<file path="src/rtl/cpu16_pkg.sv">
// cpu16_pkg: shared opcodes, instruction field positions and fetch FSM states
package cpu16_pkg;

    localparam int INSTR_W = 16;

    localparam logic [3:0] OP_RTYPE = 4'b0000;
    localparam logic [3:0] OP_LW    = 4'b0001;
    localparam logic [3:0] OP_SW    = 4'b0010;
    localparam logic [3:0] OP_ADDI  = 4'b0011;
    localparam logic [3:0] OP_BEQ   = 4'b0100;
    localparam logic [3:0] OP_BNE   = 4'b0101;
    localparam logic [3:0] OP_J     = 4'b0110;
    localparam logic [3:0] OP_HALT  = 4'b1111;

    localparam int OPC_HI = 15;
    localparam int OPC_LO = 12;
    localparam int RA_HI  = 11;
    localparam int RA_LO  = 8;
    localparam int RB_HI  = 7;
    localparam int RB_LO  = 4;
    localparam int IMM_HI = 3;
    localparam int IMM_LO = 0;
    localparam int JT_HI  = 11;
    localparam int JT_LO  = 0;

    typedef enum logic [1:0] {
        IDLE,
        REQ,
        EXEC,
        HALT
    } fetch_state_t;

endpackage

</file>
<file path="src/rtl/next_pc_calc.sv">
// next_pc_calc: selects jump, taken-branch or sequential next PC
module next_pc_calc
    import cpu16_pkg::*;
#(
    parameter int PC_W = 12
) (
    input  logic [PC_W-1:0] pc,
    input  logic [3:0]      opcode,
    input  logic [3:0]      imm4,
    input  logic [11:0]     jtarget,
    input  logic            branch_en,
    input  logic            jump_en,
    input  logic            alu_zero,
    output logic [PC_W-1:0] next_pc
);

    logic [PC_W-1:0] jump_pc;
    logic [PC_W-1:0] seq_pc;
    logic [PC_W-1:0] br_pc;
    logic            taken;

    // Narrow PCs take the low target bits; wide PCs keep their upper page
    generate
        if (PC_W <= 12) begin : g_narrow
            assign jump_pc = jtarget[PC_W-1:0];
        end else begin : g_wide
            assign jump_pc = {pc[PC_W-1:12], jtarget};
        end
    endgenerate

    assign seq_pc  = pc + PC_W'(1);
    assign br_pc   = seq_pc + {{(PC_W-4){imm4[3]}}, imm4};
    assign taken   = branch_en && ((opcode == OP_BEQ && alu_zero) || (opcode == OP_BNE && !alu_zero));
    assign next_pc = jump_en ? jump_pc : taken ? br_pc : seq_pc;

endmodule

</file>
<file path="src/rtl/instr_fetch_unit.sv">
// instr_fetch_unit: PC, req/ack instruction fetch, IR decode fields and next-PC selection
module instr_fetch_unit
    import cpu16_pkg::*;
#(
    parameter int              PC_W     = 12,
    parameter logic [PC_W-1:0] RESET_PC = '0
) (
    input  logic               clk,
    input  logic               rst_n,
    output logic               imem_req,
    output logic [PC_W-1:0]    imem_addr,
    input  logic               imem_ack,
    input  logic [INSTR_W-1:0] imem_rdata,
    output logic               instr_valid,
    output logic [3:0]         opcode,
    output logic [3:0]         funct,
    output logic [3:0]         rs_a,
    output logic [3:0]         rs_b,
    output logic [3:0]         imm4,
    output logic [11:0]        jtarget,
    input  logic               branch_en,
    input  logic               jump_en,
    input  logic               alu_zero,
    input  logic               exec_stall,
    output logic [PC_W-1:0]    pc_out,
    output logic               halted
);

    fetch_state_t       state, state_n;
    logic [PC_W-1:0]    pc, pc_n, npc;
    logic [INSTR_W-1:0] ir, ir_n;

    // IR only changes on the ack edge, so its fields hold outside EXEC
    assign opcode    = ir[OPC_HI:OPC_LO];
    assign rs_a      = ir[RA_HI:RA_LO];
    assign rs_b      = ir[RB_HI:RB_LO];
    assign imm4      = ir[IMM_HI:IMM_LO];
    assign funct     = ir[IMM_HI:IMM_LO];
    assign jtarget   = ir[JT_HI:JT_LO];
    assign pc_out    = pc;
    assign imem_addr = pc;

    next_pc_calc #(.PC_W(PC_W)) u_next_pc (
        .pc        (pc),
        .opcode    (opcode),
        .imm4      (imm4),
        .jtarget   (jtarget),
        .branch_en (branch_en),
        .jump_en   (jump_en),
        .alu_zero  (alu_zero),
        .next_pc   (npc)
    );

    // State, PC and IR registers; reset clears everything at once
    always_ff @(posedge clk or negedge rst_n) begin
        if (!rst_n) begin
            state <= IDLE;
            pc    <= RESET_PC;
            ir    <= '0;
        end else begin
            state <= state_n;
            pc    <= pc_n;
            ir    <= ir_n;
        end
    end

    // Fetch sequencing: request, capture on ack, execute, advance or halt
    always_comb begin
        state_n     = state;
        pc_n        = pc;
        ir_n        = ir;
        imem_req    = 1'b0;
        instr_valid = 1'b0;
        halted      = 1'b0;
        case (state)
            IDLE: state_n = REQ;
            REQ: begin
                imem_req = 1'b1;
                if (imem_ack) begin
                    ir_n    = imem_rdata;
                    state_n = EXEC;
                end
            end
            EXEC: begin
                instr_valid = 1'b1;
                if (!exec_stall) begin
                    if (opcode == OP_HALT) begin
                        state_n = HALT;
                    end else begin
                        pc_n    = npc;
                        state_n = REQ;
                    end
                end
            end
            HALT: halted = 1'b1;
            default: state_n = IDLE;
        endcase
    end

endmodule

</file>
<file path="config.mk">
export PLATFORM = sky130hd
export DESIGN_NAME = instr_fetch_unit
export DESIGN_NICKNAME = d
export VERILOG_FILES = /design/src/rtl/cpu16_pkg.sv /design/src/rtl/next_pc_calc.sv /design/src/rtl/instr_fetch_unit.sv
export SDC_FILE = /design/constraint.sdc
export NUM_CORES = 1
export LEC_CHECK = 0
export CORE_AREA = 4 4 104 106
export CTS_CLUSTER_DIAMETER = 120
export DETAILED_ROUTE_END_ITERATION = 10
export DIE_AREA = 0 0 108 110
export SKIP_LAST_GASP = 1
export SLEW_MARGIN = 20
export SYNTH_ARGS = -nofsm -noshare
export SYNTH_HDL_FRONTEND = slang
export SYNTH_SLANG_ARGS = --single-unit
</file>
<file path="constraint.sdc">
create_clock -name clk -period 7.4 [get_ports clk]
set_input_delay 1.11 -clock clk [delete_from_list [all_inputs] [get_ports clk]]
set_output_delay 1.11 -clock clk [all_outputs]
set_load 0.005 [all_outputs]
</file>
== Word-level counts from Yosys, hierarchy flattened ==
Cells that the tools add are included.
Operators by class
  muxes and demuxes: 9
  bitwise operators: 2
  equality and inequality tests: 8
  reduce and logical (&&, ||, !) cells: 10
  add/subtract/negate cells: 2
Operators by type and width (number)
  two-way mux 12 bit: 2
  adder 12 x 1 -> 12 bit, second input constant: 1
  adder 12 bit: 1
  equality test 4 x 3 -> 1 bit, second input constant: 2
  two-way mux 2 bit: 3
  case mux 2 bit (3 select lines): 1
  AND reduction 3 bit: 2
  equality test 2 bit, second input constant: 2
  equality test 4 bit, second input constant: 1
  inequality test 2 bit, second input constant: 2
  logical AND 1 bit: 3
  two-way mux 1 bit: 3
  nonzero test 3 bit: 1
  equality test 2 x 1 -> 1 bit, second input constant: 1
  zero test 2 bit: 1
  NOT 1 bit: 2
  AND reduction 2 bit: 1
  zero test 1 bit: 1
  logical OR 1 bit: 1
Word-level totals
  register bits after elaboration: 30
  output and inout port bits: 59
  word-level logic and storage cells: 34
  input bits: 23

== Longest topological paths before layout ==
Gate-level depths: netlist (run 1).
  depth in word-level cells: 6
  gate-level depth with buffers: 12
  depth with buffers taken out: 12

== Modules after synthesis ==
A second synthesis (run 1) with hierarchy kept.
Unflattened totals
  cells, all modules: 247
  area total of the unflattened synthesis: 2464.9 µm²
By module, submodules not included
  instr_fetch_unit: cells each 105, area an instance 1478.9 µm², times used 1
  next_pc_calc: cells each 142, area an instance 985.9 µm², times used 1

== Least setup slack after synthesis (run 1) ==
OpenSTA, ideal clock, no wires.
  kind: register to register
  start point: reg pc[2], in the netlist imem_addr[2]
  end point: reg pc[11], in the netlist imem_addr[11]
  path slack: 4.475 ns
  setup time: 0.140 ns
  data arrival time: 2.785 ns
  cell stages (with the launch flop): 13
  buffers on the path: 0
  cells stage by stage: dfrtp_1 > and3_1 > and4_1 > nand4_1 > xnor2_1 > ha_1 > nand2_1 > o41ai_2 > a31oi_1 > a211o_1 > and4_1 > nor4_1 > o211ai_1
On the way
  longest elaborated chain between the ends: 4
Ends and longest elaborated chain
  start, declared: RTL line instr_fetch_unit.sv:30  | logic [PC_W-1:0] pc, pc_n, npc;
  start signal, assigned: RTL line instr_fetch_unit.sv:62  | pc <= pc_n;
  adder 12 x 1 -> 12 bit (*): RTL line next_pc_calc.sv:31  | assign seq_pc = pc + PC_W'(1);
  adder 12 bit: RTL line next_pc_calc.sv:32  | assign br_pc = seq_pc + {{(PC_W-4){imm4[3]}}, imm4};
  two-way mux 12 bit (*) (2 in a row): RTL line next_pc_calc.sv:34  | assign next_pc = jump_en ? jump_pc : taken ? br_pc : seq_pc;
Mark *: on every way between the ends. The rest lies on a longest branch, timed or not.
A chain may end at the register's enable or synchronous reset.

== Worst setup path in the final report (run 1) ==
Same ends and word-level chain as after synthesis.

==> results of run 1 <==
[sequential cells by signal (all words and copies together) (netlist names)]
name,cells
ir,16
state,2
imem_addr,12
[layout make-up]
type / count / area, sq um
Inverter: 10 / 37.5
Clock buffer: 6 / 82.6
Fill cell: 1023 / 6510
Multi-Input combinational cell: 195 / 1400
Clock inverter: 2 / 12.5
Tap cell: 133 / 166
Sequential cell: 30 / 751
Timing Repair Buffer: 82 / 818
[Yosys cell counts (all sizes together), types with 3 or more instances]
| cell | number | area, sq um |
|---|---|---|
| dfrtp | 30 | 751 |
| buf | 29 | 221 |
| nand2 | 24 | 92.6 |
| ha | 20 | 250 |
| a21oi | 19 | 95.1 |
| nor2 | 18 | 67.6 |
| mux2 | 16 | 180 |
| o21ai | 16 | 80.1 |
| xnor2 | 13 | 114 |
| inv | 9 | 33.8 |
| nor3 | 8 | 40.0 |
| clkbuf | 7 | 26.3 |
| nand4 | 6 | 37.5 |
| a211oi | 5 | 37.5 |
| a21o | 4 | 31.3 |
| and3 | 4 | 26.3 |
| and4 | 4 | 35.0 |
| nand3 | 4 | 20.0 |
| a31oi | 3 | 18.8 |
| o211ai | 3 | 22.5 |
| xor2 | 3 | 26.3 |
[how the worst max path moves through the flow]
stage                       from            end  slack, ns  cells after the start
finish              imem_addr[2]  imem_addr[11]       4.01                     12
global route        imem_addr[2]  imem_addr[11]       3.77                     12
detailed placement  imem_addr[2]  imem_addr[11]       4.07                     12
CTS                 imem_addr[2]  imem_addr[11]       4.03                     12
floorplan           imem_addr[2]  imem_addr[11]       4.48                     12
global placement    imem_addr[2]  imem_addr[11]       4.13                     12
[worst max-delay path: cells and delay by family (launching register included)]
| kind | cells | cell delay [ns] |
|---|---|---|
| DFF | 1 | 0.48 |
| AOI/OAI and AO/OA | 4 | 0.81 |
| xor gates and xnor gates | 1 | 0.24 |
| and+or+nand+nor | 6 | 1.37 |
| adders and majority gates | 1 | 0.35 |
[per-layer routing]
metal | global-route usage | routed length (microns) | share of wire
met5 | 0 | 0 | 0
met4 | 0.0361 | 92 | 0.014
met3 | 0.0175 | 286 | 0.043
met2 | 0.198 | 3340 | 0.50
met1 | 0.142 | 2950 | 0.44
[cells by family after synthesis]
kind of cell,after synthesis
compound gates,66
xor+xnor,16
fa+ha+maj,21
buf+inv,46
flops,30
mux,18
simple gates,74
[power by group]
part,leakage (uW),switching [uW],internal [uW]
clock network,0.0000472,63.8,74.6
logic,0.000930,447,555
registers,0.000360,138,242
[metrics by stage]
| step | hold WS [ns] | util | cells | cell area (sq um) | power [uW] |
|---|---|---|---|---|---|
| floorplan | 0.541 | - | 271 | 2430 | 1000 |
| global placement | 0.553 | 0.324 | 450 | 3170 | 1370 |
| detailed placement | 0.553 | 0.324 | 450 | 3170 | 1380 |
| CTS | 0.573 | 0.334 | 458 | 3260 | 1530 |
| global route | 0.591 | 0.334 | 458 | 3260 | 1660 |
| finish | 0.570 | 0.334 | 458 | 3260 | 1520 |
==> flow_summary.ini, run 1 <==
[run_status]
status = finished clean

[global_routing]
grt_total_usage = 0.112
grt_first_pass_wirelength_microns = 10600
antenna_found_initial = 0
first_global_vias = 2144
grt_start_max_net_pins = 31
gr-total-overflow = 0

[synthesis]
syn_nets = 315
synthesis.yosys.warnings = 0
yosys.area_share.adder = 0.111
synth.lib_cells_used.distinct = 44
synthesis.area_sq_um = 2430
yosysSeqAreaShare = 0.309
post_synth_and_or_nand_nor_area_fraction = 0.149
muxShareOfSynthArea = 0.0823
synth-compound-area-share = 0.173
synthXorXnorAreaFrac = 0.0576
largest_family_of_logic_cells_by_synthesized_area = compound AO/OA/AOI/OAI gates
netlist_instances = 271
syn-mean-instance-area_sq_um = 8.97
total_of_flip_flops_plus_latches_after_synthesis = 30
number_of_enable_type_register_cells_in_the_synthesized_netlist = 0
async_sr_flop_fraction = 1.00
synth_flop_cell = sky130_fd_sc_hd__dfrtp_1

[timing]
fin_setup_tns_ns = 0
unrepaired_setup_endpoints_after_global_routing = false
layout_worst_path_cycle_share = 0.458
timing.final.setup_violations = 0
timing.final.hold_violations = 0
tightest_slew_ns = 0.722
max_clock_freq_mhz = 295
final.setup_skew_ns = 0.00461
final_period_minus_worst_setup_slack_ns = 3.39
slew-limit-headroom = 0.519
finalMaxSlewViolations = 0
finalWorstSetupSlack_ns = 4.01

[flow_run]
max_cap_viol_count = 0

[cells_and_area]
antenna_cells = 0
drive_gt1_frac = 0.0985
finish.net_count = 368
layout_commonest_cell = sky130_fd_sc_hd__clkdlybuf4s50_1
layout_common_cells = 81 x sky130_fd_sc_hd__clkdlybuf4s50_1, 30 x sky130_fd_sc_hd__dfrtp_1, 23 x sky130_fd_sc_hd__nand2_1
area.growth.synth_to_final_pct = 34.2

[critical_path]
critical_path.reg2reg.startpoint = imem_addr[2]
r2r_setup_slk_ns = 4.01
crit_path_frequent_cell = sky130_fd_sc_hd__and4_1
cp-start-kind = register
reg2regPathDepth = 12
worst-endpoint-arrival_ns = 3.53
timing.rr.end = imem_addr[11]
worst_setup_path_end_kind = register
critical_path_class = reg2reg
critPathMaxFanout = 8
critical-path-slowest-cell = sky130_fd_sc_hd__dfrtp_1
critPathMaxStageDelay_ns = 0.48
critical_path.cell_chain = and3_1, and4_1, nand2_1, xnor2_1, ha_1, a21o_2, o21bai_1, a31oi_1, nand4_1, and4_1, nor4_1, o211ai_1
worst_ep_required_time_ns = 7.54

[min_path]
endpoint_worst_hold = ir[11]
holdCritStartpoint = ir[11]
count_of_cells_along_the_worst_hold_path = 1
min-delay-path-class = reg2reg

[pwr]
power_density_nw_per_um2 = 466
leakagePower_uw = 0.00134
ir_drop_uv = 229

[cts]
postCtsResizedCells = 0
insertion_delay_ns = 0.28
cts_made_buffers = 5
cts.reportedPaths.clkPinSlew_ns = 0.07
tritoncts_clock_tree = done
numClockSinks = 30
cts_hold_repair.buffers = 0
postCtsSetupRepairBufs = 0
clock_tree.htree_level_count = 2
cts.root.buffer_cell = sky130_fd_sc_hd__clkbuf_8
cts_max_path_buffers = 2

[die]
core-area_sq_um = 9770
dieWidth_microns = 108
die-area_sq_um = 11900
rows = 36
number_of_top_level_design_ports = 82
starting_utilization_of_the_core_area = 0.249
die_height_microns = 110

[placement]
dp_hpwl_microns = 5300
place_ws_ns = 4.07
place.gp.congestion = 0.872
port_buffers = 81

[route]
drt_iter0_drc = 152
routedWlPerCell_microns = 14.6
via_per_inst = 4.68
final_antenna_net_count = 0
drc_errors = 0
detail_route.first_pass.iterations = 4
drt_wl_total_microns = 6670
routed-via-count = 2142
Power figures use the tool's default switching activity.
==> run 2, diff against run 1 <==
- clock period: 7.4 -> 3 ns (I/O delays scaled with it)
==> run 2 against run 1 <==
Net effect:
- global-route usage rose by 1.1 points
- sequential share of layout area fell by 1.4 points
- maximum frequency rose by 14%
- critical path type unchanged
- count of clock-buffer cells in the layout did not move
- power rose to 2.6 times the previous value
- sequential power rose by 130%
- via count rose by 4.3%
- register-to-register slack got worse by 4.0 ns
- critical endpoint unchanged
- non-clock buffer count rose by 21
- highest routed layer unchanged
- setup slack got worse by 4.0 ns
==> flow_summary.ini, run 2 (same netlist as run 1, synthesis figures left out) <==
[critical_path]
reg2regPathDepth = 12
critPathMaxFanout = 4
worst_setup_path_end_kind = register
critical_path_class = reg2reg
worst-endpoint-arrival_ns = 3.13
cp-start-kind = register
worst_ep_required_time_ns = 3.15

[placement]
dp_hpwl_microns = 5650
place.gp.congestion = 0.875
dp.cells = 467
port_buffers = 81

[run_status]
status = finished clean

[route]
drt_iter0_drc = 119
detail_route.first_pass.iterations = 4
via_per_inst = 4.66
final_antenna_net_count = 0
drc_errors = 0
routedWlPerCell_microns = 15.1
routed-via-count = 2234
drt_wl_total_microns = 7230

[die]
core-area_sq_um = 9770
number_of_top_level_design_ports = 82
die_height_microns = 110
starting_utilization_of_the_core_area = 0.249
die-area_sq_um = 11900
rows = 36
dieWidth_microns = 108

[cts]
clock_tree.htree_level_count = 2
cts.root.buffer_cell = sky130_fd_sc_hd__clkbuf_8
cts.reportedPaths.clkPinSlew_ns = 0.07
numClockSinks = 30
cts_made_buffers = 5
insertion_delay_ns = 0.29
cts_max_path_buffers = 2
tritoncts_clock_tree = done

[pwr]
ir_drop_uv = 448
pwr-share-seq = 0.215
power.internal_uw = 2340
report.power.total_uw = 4010
p_switching_uw = 1670
pwr-share-comb = 0.697
sw_frac_of_total = 0.416
leakagePower_uw = 0.00145
power_density_nw_per_um2 = 1150
portion_of_total_power_attributed_to_the_clock_network = 0.089

[cells_and_area]
finish.net_count = 389
layout_common_cells = 81 x sky130_fd_sc_hd__clkdlybuf4s50_1, 29 x sky130_fd_sc_hd__dfrtp_1, 22 x sky130_fd_sc_hd__buf_4
stdcell_count = 479
antenna_cells = 0
top_register = ir
drive_gt1_frac = 0.188
largest_reg_flops = 16
fillers = 992
utilization = 0.357
area.growth.synth_to_final_pct = 43.4
layout_commonest_cell = sky130_fd_sc_hd__clkdlybuf4s50_1

[timing]
final.setup_skew_ns = 0.00385
max_clock_freq_mhz = 336
timing.final.hold_violations = 0
unrepaired_setup_endpoints_after_global_routing = true
slew-limit-headroom = 0.554
whs_ns = 0.553
timing.final.setup_violations = 0
final_period_minus_worst_setup_slack_ns = 2.98
finalMaxSlewViolations = 0
tightest_slew_ns = 0.667
layout_worst_path_cycle_share = 0.992

[min_path]
min-delay-path-class = reg2reg
count_of_cells_along_the_worst_hold_path = 2

[flow_run]
max_cap_viol_count = 0

[global_routing]
antenna_found_initial = 0
first_global_vias = 2277
grt_total_usage = 0.123
grt_start_max_net_pins = 31
gr-total-overflow = 0
grt_first_pass_wirelength_microns = 11600
[run 2: cell type report]
type | count | area [sq um] | share of cell area
inverters | 10 | 37.5 | 0.0108
repair buffers | 103 | 976 | 0.280
clock inverters | 2 | 12.5 | 0.00359
multi-input cells | 195 | 1460 | 0.419
clock buffers | 6 | 82.6 | 0.0237
well taps | 133 | 166 | 0.0477
flip-flops and latches | 30 | 752 | 0.216
[run 2: per-layer routing]
layer / part of all wire / routed length [microns] / track usage
met1: 0.42 / 3060 / 0.152
met2: 0.52 / 3740 / 0.219
met3: 0.042 / 301 / 0.0175
met4: 0.017 / 121 / 0.0451
met5: 0 / 0 / 0
[run 2: stage by stage]
step	TNS (ns)	area (sq um)	setup slack (ns)
2_1_floorplan	0	2430	0.0753
3_5_place_dp	0	3300	0.0208
3_3_place_gp	0	3300	0.0760
4_1_cts	0	3400	0.0251
6_report	0	3490	0.0235
5_1_grt	-0.143	3490	-0.143
[run 2: path summary, 6_finish.rpt]
kind	start	to	slack (ns)
worst max register to register	imem_addr[5]	imem_addr[11]	0.02
min in group asynchronous	rst_n	ir[1]	0.56
worst max-delay path	imem_addr[5]	imem_addr[11]	0.02
max in group asynchronous	rst_n	imem_addr[0]	2.13
worst min register to register	imem_addr[1]	imem_addr[1]	0.55
worst min-delay path	imem_addr[1]	imem_addr[1]	0.55
[run 2: worst max-delay path, cell delays in order (launching register included)]
cell	delay [ns]
sky130_fd_sc_hd__dfrtp_1	0.36
sky130_fd_sc_hd__and3_4	0.19
sky130_fd_sc_hd__and4_4	0.23
sky130_fd_sc_hd__nand2_2	0.10
sky130_fd_sc_hd__xnor2_4	0.22
sky130_fd_sc_hd__ha_4	0.24
sky130_fd_sc_hd__a21o_2	0.22
sky130_fd_sc_hd__o21bai_1	0.16
sky130_fd_sc_hd__a31oi_1	0.23
sky130_fd_sc_hd__nand4_1	0.21
sky130_fd_sc_hd__and4b_1	0.28
sky130_fd_sc_hd__nor4_2	0.27
sky130_fd_sc_hd__o211ai_1	0.12
[run 2: power groups by stage]
stage          registers (uW)  clock network [uW]  logic, uW
5_1_grt                   909                 383       3080
4_1_cts                   854                 362       2730
2_1_floorplan             858                   0       1620
6_report                  860                 356       2790
3_3_place_gp              850                   0       2660
3_5_place_dp              861                   0       2690
[run 2: timing repair]
action	4_1_cts	5_1_grt
endpoints found under the hold margin	0	0
hold buffers	0	0
pin swaps	1	14
setup endpoints to repair	1	3
gates cloned	0	0
setup buffers	1	3
resized for setup	0	15
==> run 3, diff against run 2 <==
- CORE_AREA: 4 4 104 106 -> 4 4 133 84
- DIE_AREA: 0 0 108 110 -> 0 0 137 88
==> run 3 against run 2 <==
Net effect:
- core utilization up 0.41 points
- global-route usage up 0.40 points
- first-iteration DRC count up 23%
- power up 5.5%
- non-clock buffer count down 3
- critical path type unchanged
- critical endpoint unchanged
- largest power group unchanged
- highest routed layer unchanged
==> flow_summary.ini, run 3 (same netlist as run 1, synthesis figures left out) <==
[placement]
dp_hpwl_microns = 5860
placedInstanceArea_sq_um = 3280
port_buffers = 81
place_ws_ns = -0.0304
place.gp.congestion = 0.895

[cells_and_area]
layout_common_cells = 81 x sky130_fd_sc_hd__clkdlybuf4s50_1, 29 x sky130_fd_sc_hd__dfrtp_1, 22 x sky130_fd_sc_hd__nand2_1
area.growth.synth_to_final_pct = 45.5
post-route-cell-area_sq_um = 3540
top_register = ir
largest_reg_flops = 16
finish.net_count = 386
antenna_cells = 0
drive_gt1_frac = 0.181
layout_commonest_cell = sky130_fd_sc_hd__clkdlybuf4s50_1
utilization = 0.361

[route]
routedWlPerCell_microns = 15.9
route.top_layer_used = met4
routedLengthMet1_microns = 3900
detail_route.first_pass.iterations = 4
drt_wl_total_microns = 7580
drc_errors = 0
routed-via-count = 2237
via_per_inst = 4.68
met2_length_microns = 3150
drt_iter0_drc = 146
final_antenna_net_count = 0
dr_wl_met3_microns = 528

[critical_path]
critical_path_class = reg2reg
timing.rr.end = imem_addr[11]
worst_setup_path_end_kind = register
critPathMaxFanout = 4
cp-start-kind = register
worst-endpoint-arrival_ns = 3.06
critical_path.reg2reg.startpoint = imem_addr[3]
reg2regPathDepth = 12
r2r_setup_slk_ns = 0.07
worst_ep_required_time_ns = 3.14

[die]
core-area_sq_um = 9810
die-area_sq_um = 12100
starting_utilization_of_the_core_area = 0.248
die_height_microns = 88
rows = 28
dieWidth_microns = 137
number_of_top_level_design_ports = 82

[cts]
clock_tree.htree_level_count = 2
cts_hold_repair.buffers = 0
cts.root.buffer_cell = sky130_fd_sc_hd__clkbuf_16
cts.reportedPaths.clkPinSlew_ns = 0.05
insertion_delay_ns = 0.28
cts_max_path_buffers = 2
numClockSinks = 30
tritoncts_clock_tree = done
cts_made_buffers = 5

[min_path]
holdCritStartpoint = ir[13]
endpoint_worst_hold = ir[13]
count_of_cells_along_the_worst_hold_path = 1
min-delay-path-class = reg2reg

[global_routing]
gr-total-overflow = 0
first_global_vias = 2274
grt_start_max_net_pins = 31
antenna_found_initial = 0
grt_total_usage = 0.127
grt_first_pass_wirelength_microns = 11900

[timing]
tightest_slew_ns = 0.770
finalWorstSetupSlack_ns = 0.0720
max_clock_freq_mhz = 342
final.setup_skew_ns = 0.00539
finalMaxSlewViolations = 0
timing.final.hold_violations = 0
unrepaired_setup_endpoints_after_global_routing = true
timing.final.setup_violations = 0
final_period_minus_worst_setup_slack_ns = 2.93
layout_worst_path_cycle_share = 0.976
slew-limit-headroom = 0.486
fin_setup_tns_ns = 0

[pwr]
report.power.total_uw = 4230
leakagePower_uw = 0.00147
power_density_nw_per_um2 = 1200
ir_drop_uv = 437

[run_status]
status = finished clean

[flow_run]
max_cap_viol_count = 0
[run 3: cell count changes in the layout (fill, tap and decap cells not counted), sizes merged]
cell	change
buf	-3
clkbuf	+2
clkinv	-1
clkinvlp	-1
[run 3: worst max-delay path: stages (launching register included)]
cell and delay, ns:
sky130_fd_sc_hd__dfrtp_1 0.35, sky130_fd_sc_hd__and3_4 0.20, sky130_fd_sc_hd__and4_4 0.22, sky130_fd_sc_hd__nand2_1 0.09, sky130_fd_sc_hd__xnor2_2 0.17, sky130_fd_sc_hd__ha_4 0.30
sky130_fd_sc_hd__nand2_2 0.09, sky130_fd_sc_hd__o41ai_2 0.34, sky130_fd_sc_hd__a31oi_1 0.10, sky130_fd_sc_hd__a211o_1 0.33, sky130_fd_sc_hd__and4_1 0.20, sky130_fd_sc_hd__nor4_2 0.27
sky130_fd_sc_hd__o211ai_1 0.11
[run 3: worst max-delay path by stage]
stage               slack (ns)  cells after the start          from             to
finish                    0.07                     12  imem_addr[3]  imem_addr[11]
global route             -0.08                     12  imem_addr[3]  imem_addr[11]
CTS                     0.0008                     12  imem_addr[3]  imem_addr[11]
detailed placement       -0.03                     12  imem_addr[3]  imem_addr[11]
global placement          0.07                     11  imem_addr[1]  imem_addr[11]
floorplan                 0.08                     12  imem_addr[2]  imem_addr[11]
[run 3: layer usage]
metal  GRT usage  vias to the layer above
met4      0.0226                        0
met2       0.181                       91
met5           0                        -
met1       0.190                     1051
li1            -                     1093
met3      0.0390                        2
[run 3: through the flow]
step | cells | hold WS (ns)
final | 478 | 0.556
after global routing | 478 | 0.594
after CTS | 475 | 0.559
after detailed placement | 466 | 0.547
after global placement | 466 | 0.542
after floorplan | 271 | 0.154
[run 3: area by class of cell]
type | instances | area, sq um
Fill cell | 1001 | 6270
Inverter | 10 | 37.5
Timing Repair Buffer | 100 | 953
Clock buffer | 8 | 166
Multi-Input combinational cell | 195 | 1460
Tap cell | 135 | 169
Sequential cell | 30 | 752
[run 3: power by group]
part	switching, uW	internal, uW	leakage, uW
Sequential	296	599	0.000359
Combinational	1240	1540	0.00103
Clock	179	375	0.0000832
Total	1720	2510	0.00147
[run 3: timing repair]
item / 4_1_cts / 5_1_grt
setup buffers: 1 / 3
endpoints found under the setup margin: 1 / 2
gates resized for setup: 2 / 12
pin swaps: 1 / 9
